===== config.mk =====
export PLATFORM = sky130hd
export DESIGN_NAME = asic_cellbist_flat
export DESIGN_NICKNAME = d
export VERILOG_FILES = /design/src/rtl/asic_cellbist_pkg.sv /design/src/rtl/asic_cellbist_if.sv /design/src/rtl/asic_cellbist.sv /design/src/flat_wrapper.sv
export SDC_FILE = /design/constraint.sdc
export NUM_CORES = 1
export LEC_CHECK = 0
export CAP_MARGIN = 20
export CORE_ASPECT_RATIO = 2
export CORE_MARGIN = 2
export CORE_UTILIZATION = 50
export DETAILED_ROUTE_END_ITERATION = 7
export GPL_TIMING_DRIVEN = 0
export PLACE_DENSITY = 0.77
export SETUP_SLACK_MARGIN = 0.4
export SLEW_MARGIN = 20
export SYNTH_ARGS = -nofsm -noshare
export SYNTH_HDL_FRONTEND = slang
export SYNTH_SLANG_ARGS = --single-unit

===== constraint.sdc =====
create_clock -name clk -period 2 [get_ports clk]
set_input_delay 0.4 -clock clk [delete_from_list [all_inputs] [get_ports clk]]
set_output_delay 0.4 -clock clk [all_outputs]
set_load 0.03 [all_outputs]

===== src/rtl/asic_cellbist_pkg.sv =====
// Shared types for the cell BIST sequencer family.
// State encoding is reused by future multi-output cell BIST blocks.
package asic_cellbist_pkg;

    typedef enum logic [1:0] {
        ST_IDLE   = 2'd0,
        ST_SETTLE = 2'd1,
        ST_CHECK  = 2'd2,
        ST_DONE   = 2'd3
    } bist_state_t;

    function automatic int timer_w(input int settle);
        return $clog2(settle) + 1;
    endfunction

endpackage


===== src/rtl/asic_cellbist_if.sv =====
// Control, status and cell-side signals of the cell BIST sequencer.
// master = host plus cell under test, slave = the sequencer.
interface asic_cellbist_if #(
    parameter int N  = 5,
    parameter int EW = 8
);
    logic          start;
    logic          abort;
    logic [N-1:0]  vec;
    logic          z;
    logic          busy;
    logic          done;
    logic          pass;
    logic [EW-1:0] errcnt;
    logic          failvalid;
    logic [N-1:0]  failvec;

    modport master (
        output start, abort, z,
        input  vec, busy, done, pass,
        input  errcnt, failvalid, failvec
    );

    modport slave (
        input  start, abort, z,
        output vec, busy, done, pass,
        output errcnt, failvalid, failvec
    );
endinterface


===== src/rtl/asic_cellbist.sv =====
// Exhaustive self-test sequencer for one combinational library cell:
// walks all 2^N vectors, settles, samples z and compares with TT.
module asic_cellbist
    import asic_cellbist_pkg::*;
#(
    parameter int               N      = 5,
    parameter logic [(1<<N)-1:0] TT    = 32'hEEE00000,
    parameter int               SETTLE = 2,
    parameter int               EW     = 8,
    parameter string            PROP   = "DEFAULT"
) (
    input  logic            clk,
    input  logic            reset,
    asic_cellbist_if.slave  bus
);

    localparam int TW = timer_w(SETTLE);
    localparam logic [TW-1:0] T_LOAD = TW'(SETTLE - 1);

    // Implementation property is carried for netlist flows only.
    if (PROP == "") begin : g_prop_unset
    end

    bist_state_t   state;
    logic [N-1:0]  vec;
    logic [TW-1:0] timer;
    logic          busy;
    logic          done;
    logic [EW-1:0] errcnt;
    logic          failvalid;
    logic [N-1:0]  failvec;
    logic          miss;

    assign miss = (bus.z != TT[vec]);

    always_ff @(posedge clk or posedge reset) begin
        if (reset) begin
            state     <= ST_IDLE;
            vec       <= '0;
            timer     <= '0;
            busy      <= 1'b0;
            done      <= 1'b0;
            errcnt    <= '0;
            failvalid <= 1'b0;
            failvec   <= '0;
        end else begin
            unique case (state)
                ST_IDLE, ST_DONE: begin
                    // abort is meaningless here; start always proceeds
                    if (bus.start) begin
                        vec       <= '0;
                        errcnt    <= '0;
                        failvalid <= 1'b0;
                        failvec   <= '0;
                        timer     <= T_LOAD;
                        busy      <= 1'b1;
                        done      <= 1'b0;
                        state     <= ST_SETTLE;
                    end
                end
                ST_SETTLE: begin
                    if (bus.abort) begin
                        vec   <= '0;
                        busy  <= 1'b0;
                        state <= ST_IDLE;
                    end else if (timer == '0) begin
                        state <= ST_CHECK;
                    end else begin
                        timer <= timer - 1'b1;
                    end
                end
                ST_CHECK: begin
                    if (bus.abort) begin
                        vec   <= '0;
                        busy  <= 1'b0;
                        state <= ST_IDLE;
                    end else begin
                        if (miss) begin
                            if (errcnt != '1)
                                errcnt <= errcnt + 1'b1;
                            if (!failvalid) begin
                                failvec   <= vec;
                                failvalid <= 1'b1;
                            end
                        end
                        // last vector is held so results show where it stopped
                        if (vec == '1) begin
                            busy  <= 1'b0;
                            done  <= 1'b1;
                            state <= ST_DONE;
                        end else begin
                            vec   <= vec + 1'b1;
                            timer <= T_LOAD;
                            state <= ST_SETTLE;
                        end
                    end
                end
            endcase
        end
    end

    assign bus.vec       = vec;
    assign bus.busy      = busy;
    assign bus.done      = done;
    assign bus.pass      = done & (errcnt == '0);
    assign bus.errcnt    = errcnt;
    assign bus.failvalid = failvalid;
    assign bus.failvec   = failvec;

endmodule


===== src/flat_wrapper.sv =====
// flat-port wrapper written by rule: the top's interface ports become plain ports
module asic_cellbist_flat import asic_cellbist_pkg::*;
#(
    parameter int               N      = 5,
    parameter logic [(1<<N)-1:0] TT    = 32'hEEE00000,
    parameter int               SETTLE = 2,
    parameter int               EW     = 8,
    parameter string            PROP   = "       "
)
  (clk, reset, bus_start, bus_abort, bus_z, bus_vec, bus_busy, bus_done, bus_pass, bus_errcnt, bus_failvalid, bus_failvec);
  asic_cellbist_if #(.N(N), .EW(EW)) bus_i ();
  input  logic clk;
  input  logic reset;
  input wire logic [$bits(bus_i.start)-1:0] bus_start;
  input wire logic [$bits(bus_i.abort)-1:0] bus_abort;
  input wire logic [$bits(bus_i.z)-1:0] bus_z;
  output wire logic [$bits(bus_i.vec)-1:0] bus_vec;
  output wire logic [$bits(bus_i.busy)-1:0] bus_busy;
  output wire logic [$bits(bus_i.done)-1:0] bus_done;
  output wire logic [$bits(bus_i.pass)-1:0] bus_pass;
  output wire logic [$bits(bus_i.errcnt)-1:0] bus_errcnt;
  output wire logic [$bits(bus_i.failvalid)-1:0] bus_failvalid;
  output wire logic [$bits(bus_i.failvec)-1:0] bus_failvec;
  assign bus_i.start = bus_start;
  assign bus_i.abort = bus_abort;
  assign bus_i.z = bus_z;
  assign bus_vec = bus_i.vec;
  assign bus_busy = bus_i.busy;
  assign bus_done = bus_i.done;
  assign bus_pass = bus_i.pass;
  assign bus_errcnt = bus_i.errcnt;
  assign bus_failvalid = bus_i.failvalid;
  assign bus_failvec = bus_i.failvec;
  asic_cellbist #(.N(N), .TT(TT), .SETTLE(SETTLE), .EW(EW), .PROP(PROP)) u_core (.clk(clk), .reset(reset), .bus(bus_i));
endmodule

After elaboration in Yosys (flattened, before gate mapping)
Memory sizes are Yosys's and may differ from the RTL's.
Index checks and enable logic that the tools add are counted.
W data, S select, Z words.
{"block": "op_classes", "mul": 0, "reduce_logical": 13, "n_bitwise": 1, "shifts": 0, "order_cmp": 1, "n_div": 0, "add_sub_neg": 3, "muxes": 38, "eq_ne": 19}
{"op": "$mux W5", "n": 7}
{"op": "$mux W8", "n": 4}
{"op": "$mux W2", "n": 9}
{"op": "$pmux W8 S2", "n": 1}
{"op": "$pmux W5 S3", "n": 1}
{"op": "$reduce_and A5 Y1", "n": 3}
{"op": "$ne A2 B2 Y1 const B", "n": 7}
{"op": "$pmux W2 S3", "n": 2}
{"op": "$mux W1", "n": 10}
{"op": "$pmux W5 S2", "n": 1}
{"op": "$add A8 B1 Y8 const B", "n": 1}
{"op": "$logic_not A8 Y1", "n": 1}
{"op": "$ne A8 B8 Y1 const B", "n": 1}
{"op": "$reduce_and A4 Y1", "n": 2}
{"op": "$lt A5 B6 Y1 const B", "n": 1}
{"op": "$ne A2 B1 Y1 const B", "n": 3}
{"op": "$ne A3 B2 Y1 const B", "n": 2}
{"op": "$reduce_and A3 Y1", "n": 2}
{"op": "$add A5 B1 Y5 const B", "n": 1}
{"op": "$eq A5 B5 Y1 const B", "n": 1}
{"op": "$eq A2 B2 Y1 const B", "n": 2}
{"op": "$logic_not A2 Y1", "n": 2}
{"op": "$pmux W1 S2", "n": 2}
{"op": "$ne A3 B3 Y1 const B", "n": 1}
{"op": "other kinds (8)", "n": 8}
{"block": "totals", "n_memories": 1, "reg_bits": 25, "ram_bits": 0, "latch_bits": 0, "input_bits": 5, "wordCells": 84, "romBits": 32}
{"memory": "(no name shown)", "words": 32, "word_bits": 1, "read_ports": 1, "rd_clocked_by_memory_dff": 0, "wr": 0, "line_no": "asic_cellbist.sv:34", "text": "assign miss = (bus.z != TT[vec]);"}

Depth between registers and ports, before layout
{"block": "depth", "depth_word": 6, "depth_mapped": 8}

Worst setup path before layout
Ideal clock, no wire load.
{"block": "synth_path", "path_kind": "flip-flop to flip-flop", "start": "register u_core.vec[0], in the netlist u_core.bus.vec[0]", "end": "register u_core.errcnt[5], in the netlist u_core.bus.errcnt[5]", "path_buffers": 0, "t_arrival_ns": 1.945, "setup_ns": 0.124, "path_slack_ns": -0.069, "required_time_ns": 1.876, "path_stages_with_launch": 8, "cell_sequence": "dfrtp_1 inv_1 ha_1 nand2b_1 or3_4 and2_4 o211a_1 a211o_1"}
{"block": "synth_between", "elab_chain_len": 5}
{"item": "from (decl)", "line_no": "asic_cellbist.sv:25", "text": "logic [N-1:0] vec;"}
{"item": "from (signal assigned)", "line_no": "asic_cellbist.sv:92", "text": "vec <= vec + 1'b1;"}
{"item": "$mem_v2 Z32 W1"}
{"item": "$mux W1 (implied by the code)", "line_no": "asic_cellbist.sv:34"}
{"item": "$ne A1 B1 Y1", "line_no": "asic_cellbist.sv:34"}
{"item": "$ne A2 B1 Y1 (no line)"}
{"item": "$reduce_and A5 Y1 (no line)"}
{"item": "to (signal assigned)", "line_no": "asic_cellbist.sv:80", "text": "errcnt <= errcnt + 1'b1;"}
{"item": "to (decl)", "line_no": "asic_cellbist.sv:29", "text": "logic [EW-1:0] errcnt;"}
Every way passes these cells. The select of a mux whose other input is x is not followed.
A chain may end at the register's enable or synchronous reset.

Worst setup path after layout
{"block": "layout_path", "start": "register u_core.vec[1], in the netlist u_core.bus.vec[1]", "end": "register u_core.errcnt[1], in the netlist u_core.bus.errcnt[1]"}
The elaborated chain is that of the path after synthesis.

==> reports/metrics.yaml <==
outcome:
  status: "finished, final reports clean"
clocking:
  numClockSinks: 25
  cts-htree-levels: 1
  root_buffer: "clkbuf_8"
  clkLatencyLatePin_ps: 270
  cts_max_path_buffers: 2
  clkSlewWorstSetupHoldPaths_ps: 80
  ctsHoldBuffers: 0
  cts_tree: "done"
  cts_buffers: 3
global_routing:
  grt_pass1_wl_mm: 6.24
  grtUsageMet1_pct: 23.9
  grt_use_total_pct: 23.7
  grt_max_degree: 26
  grt_use_met3_pct: 2.44
  grt-ovfl-total: 0
  grt_pass1_vias: 1439
  busiest_layer: "met2"
  grt_util_met2_pct: 44.9
  antenna_found_initial: 0
route:
  via_count: 1482
  drc_errors: 0
  dr.pass1.iters: 5
  ant_nets: 0
  drt_iter0_drc: 53
  viasPerCell: 6.25
  wl_mm: 4.52
  routedWlPerCell_um: 19.1
synth:
  synth_fp_nets: 173
  synth_area_leaders: "dfrtp_1, ha_1, nand2_1"
  yosys.area.top_type: "dfrtp_1"
  netlist_instances: 159
  synth_edf_count: 0
  synth_area_mm2: 0.00147
  ys.flop_type: "dfrtp_1"
  synth.distinct_cells: 42
  synth_top_area_share_pct: 42.4
  ys_seq_elements: 25
  yosysSeqAreaShare_pct: 42.4
  synth.most_common_cell: "dfrtp_1"
  synthArstFlopShare_pct: 100
  synthTopCellsByCount: "dfrtp_1, nand2_1, inv_1, o21ai_0, a21oi_1"
  avgSynthCellArea_um2: 9.27
  ys_warn_count: 0
final_layout:
  stdcell_count: 237
  area_growth_pct: 45.2
  diodes: 0
  final_nets: 223
  drive_gt1_share_pct: 30.3
  fin_util_pct: 77.2
  fin_area_mm2: 0.00214
  nFillCells: 192
placement:
  numPortBuffers: 26
  place_area_mm2: 0.00179
  pre_cts_slack_ps: -184
  dp_cells: 214
  place_congestion: 0.891
  place_hpwl_mm: 2.63
setup_path:
  r2r_cells: 8
  cp.required_ps: 2190
  crit_path_top_delay_cell: "or3_4"
  path_cells: "inv_2 -> ha_4 -> nand2b_4 -> or3_4 -> and2_4 -> a21oi_2 -> buf_6 -> mux2i_1"
  cp.arrival_ps: 2100
  endpoint_kind: "flop"
  worstSetupPathType: "reg2reg"
  start_kind: "flop"
  critical-path-max-stage-delay_ps: 410
  worstPathMaxFanout: 6
floorplanning:
  chipHeight_um: 80.8
  io_pins: 27
  dieArea_mm2: 0.00342
  core-area_mm2: 0.00277
  rows: 27
  start_util_pct: 53.2
  die_x_um: 42.4
timing:
  fin_hold_ws_ps: 486
  slew_viol_final: 0
  post-route-period-util_pct: 95.1
  setup_viol: 0
  max_freq_ghz: 0.526
  worst_pin_slew_ps: 939
  worst_slack_ps: 97.8
  relSlewSlack_pct: 37.0
  hold_violations: 0
  fin_worst_skew_ps: 4.17
  timing.setup.tns_ps: 0
  period_minus_slack_ps: 1900
  rsz0062_at_grt: "yes"
job:
  cap_violations: 0
power:
  vdd_drop_max_mv: 0.741
  p_per_area_mw_per_mm2: 937
  p_total_mw: 2.01
  power.leakage_nw: 1.03
worst_hold_path:
  hold_path_class: "reg2reg"
  worstHoldPathCells: 1
==> area by class of cell <==
type	count	area [µm²]	share of cell area, %
Multi-Input combinational cell	116	958	44.8
Clock buffer	4	45.0	2.11
Timing Repair Buffer	45	397	18.5
Tap cell	29	36.3	1.70
Buffer	1	5.00	0.234
Sequential cell	25	629	29.4
Inverter	17	68.8	3.22
==> metal layers <==
metal  part of all wire, %  routed length (µm)  vias to the layer above
li1                      -                   -                      674
met1                    35                1600                      724
met2                    56                2530                       66
met3                   4.3                 196                       18
met4                   4.2                 189                        0
met5                     0                   0                        -
==> worst paths after layout <==
check / startpoint / slack, ps / endpoint
hold / removal: u_core.timer[0] / 490 / u_core.timer[0]
setup / recovery: u_core.bus.vec[1] / 100 / u_core.bus.errcnt[1]
setup reg to reg: u_core.bus.vec[1] / 100 / u_core.bus.errcnt[1]
min in group asynchronous: reset / 520 / u_core.bus.errcnt[7]
hold reg to reg: u_core.timer[0] / 490 / u_core.timer[0]
max in group asynchronous: reset / 1010 / u_core.bus.errcnt[2]
==> kinds of logic after synthesis <==
group	Yosys count	synth area share, %
XOR/XNOR	2	1.19
buffers and inverters	18	4.67
multiplexers	3	2.21
AO/OA/AOI/OAI	44	19.5
adder cells (fa/ha/maj)	9	7.64
flip-flops	25	42.4
AND/OR/NAND/NOR	58	22.3
==> flip-flops by register name, indices dropped and copies added (netlist names) <==
| register | cells |
|---|---|
| u_core.bus.errcnt | 8 |
| u_core.bus.failvec | 5 |
| u_core.bus.done | 1 |
| u_core.bus.failvalid | 1 |
| u_core.bus.vec | 5 |
| u_core.timer | 2 |
| u_core.bus.busy | 1 |
| u_core.state | 2 |
==> worst max-delay path, delay by kind of cell (launching register included) <==
kind,cells,cell delay (ps)
AOI/OAI and AO/OA,1,140
adders and majority gates,1,150
buffers and inverters,2,200
DFF,1,400
muxes,1,200
and+or+nand+nor,3,730
==> placed cells by master, fill, tap and decap left out, drive strengths merged, types with 3 or more instances in the layout <==
cell	count
inv	16
o211ai	3
a21oi	11
o21ai	12
clkdlybuf4s50	3
dfrtp	25
dlygate4sd2	16
and4	3
and2	3
a22o	6
nand4	5
clkbuf	7
nor3	3
buf	21
nand2	18
nand3	7
nor2	6
ha	9
==> what timing repair did <==
item,CTS,global route
pin swaps,3,13
gates resized for setup,49,30
buffers inserted,8,11
setup endpoints to repair,45,29
==> power by group <==
group	switching (mW)	internal, mW	leakage (nW)
Clock	0.161	0.143	0.0228
Sequential	0.0696	0.573	0.335
Combinational	0.602	0.457	0.669
(Power assumes the default switching activity.)
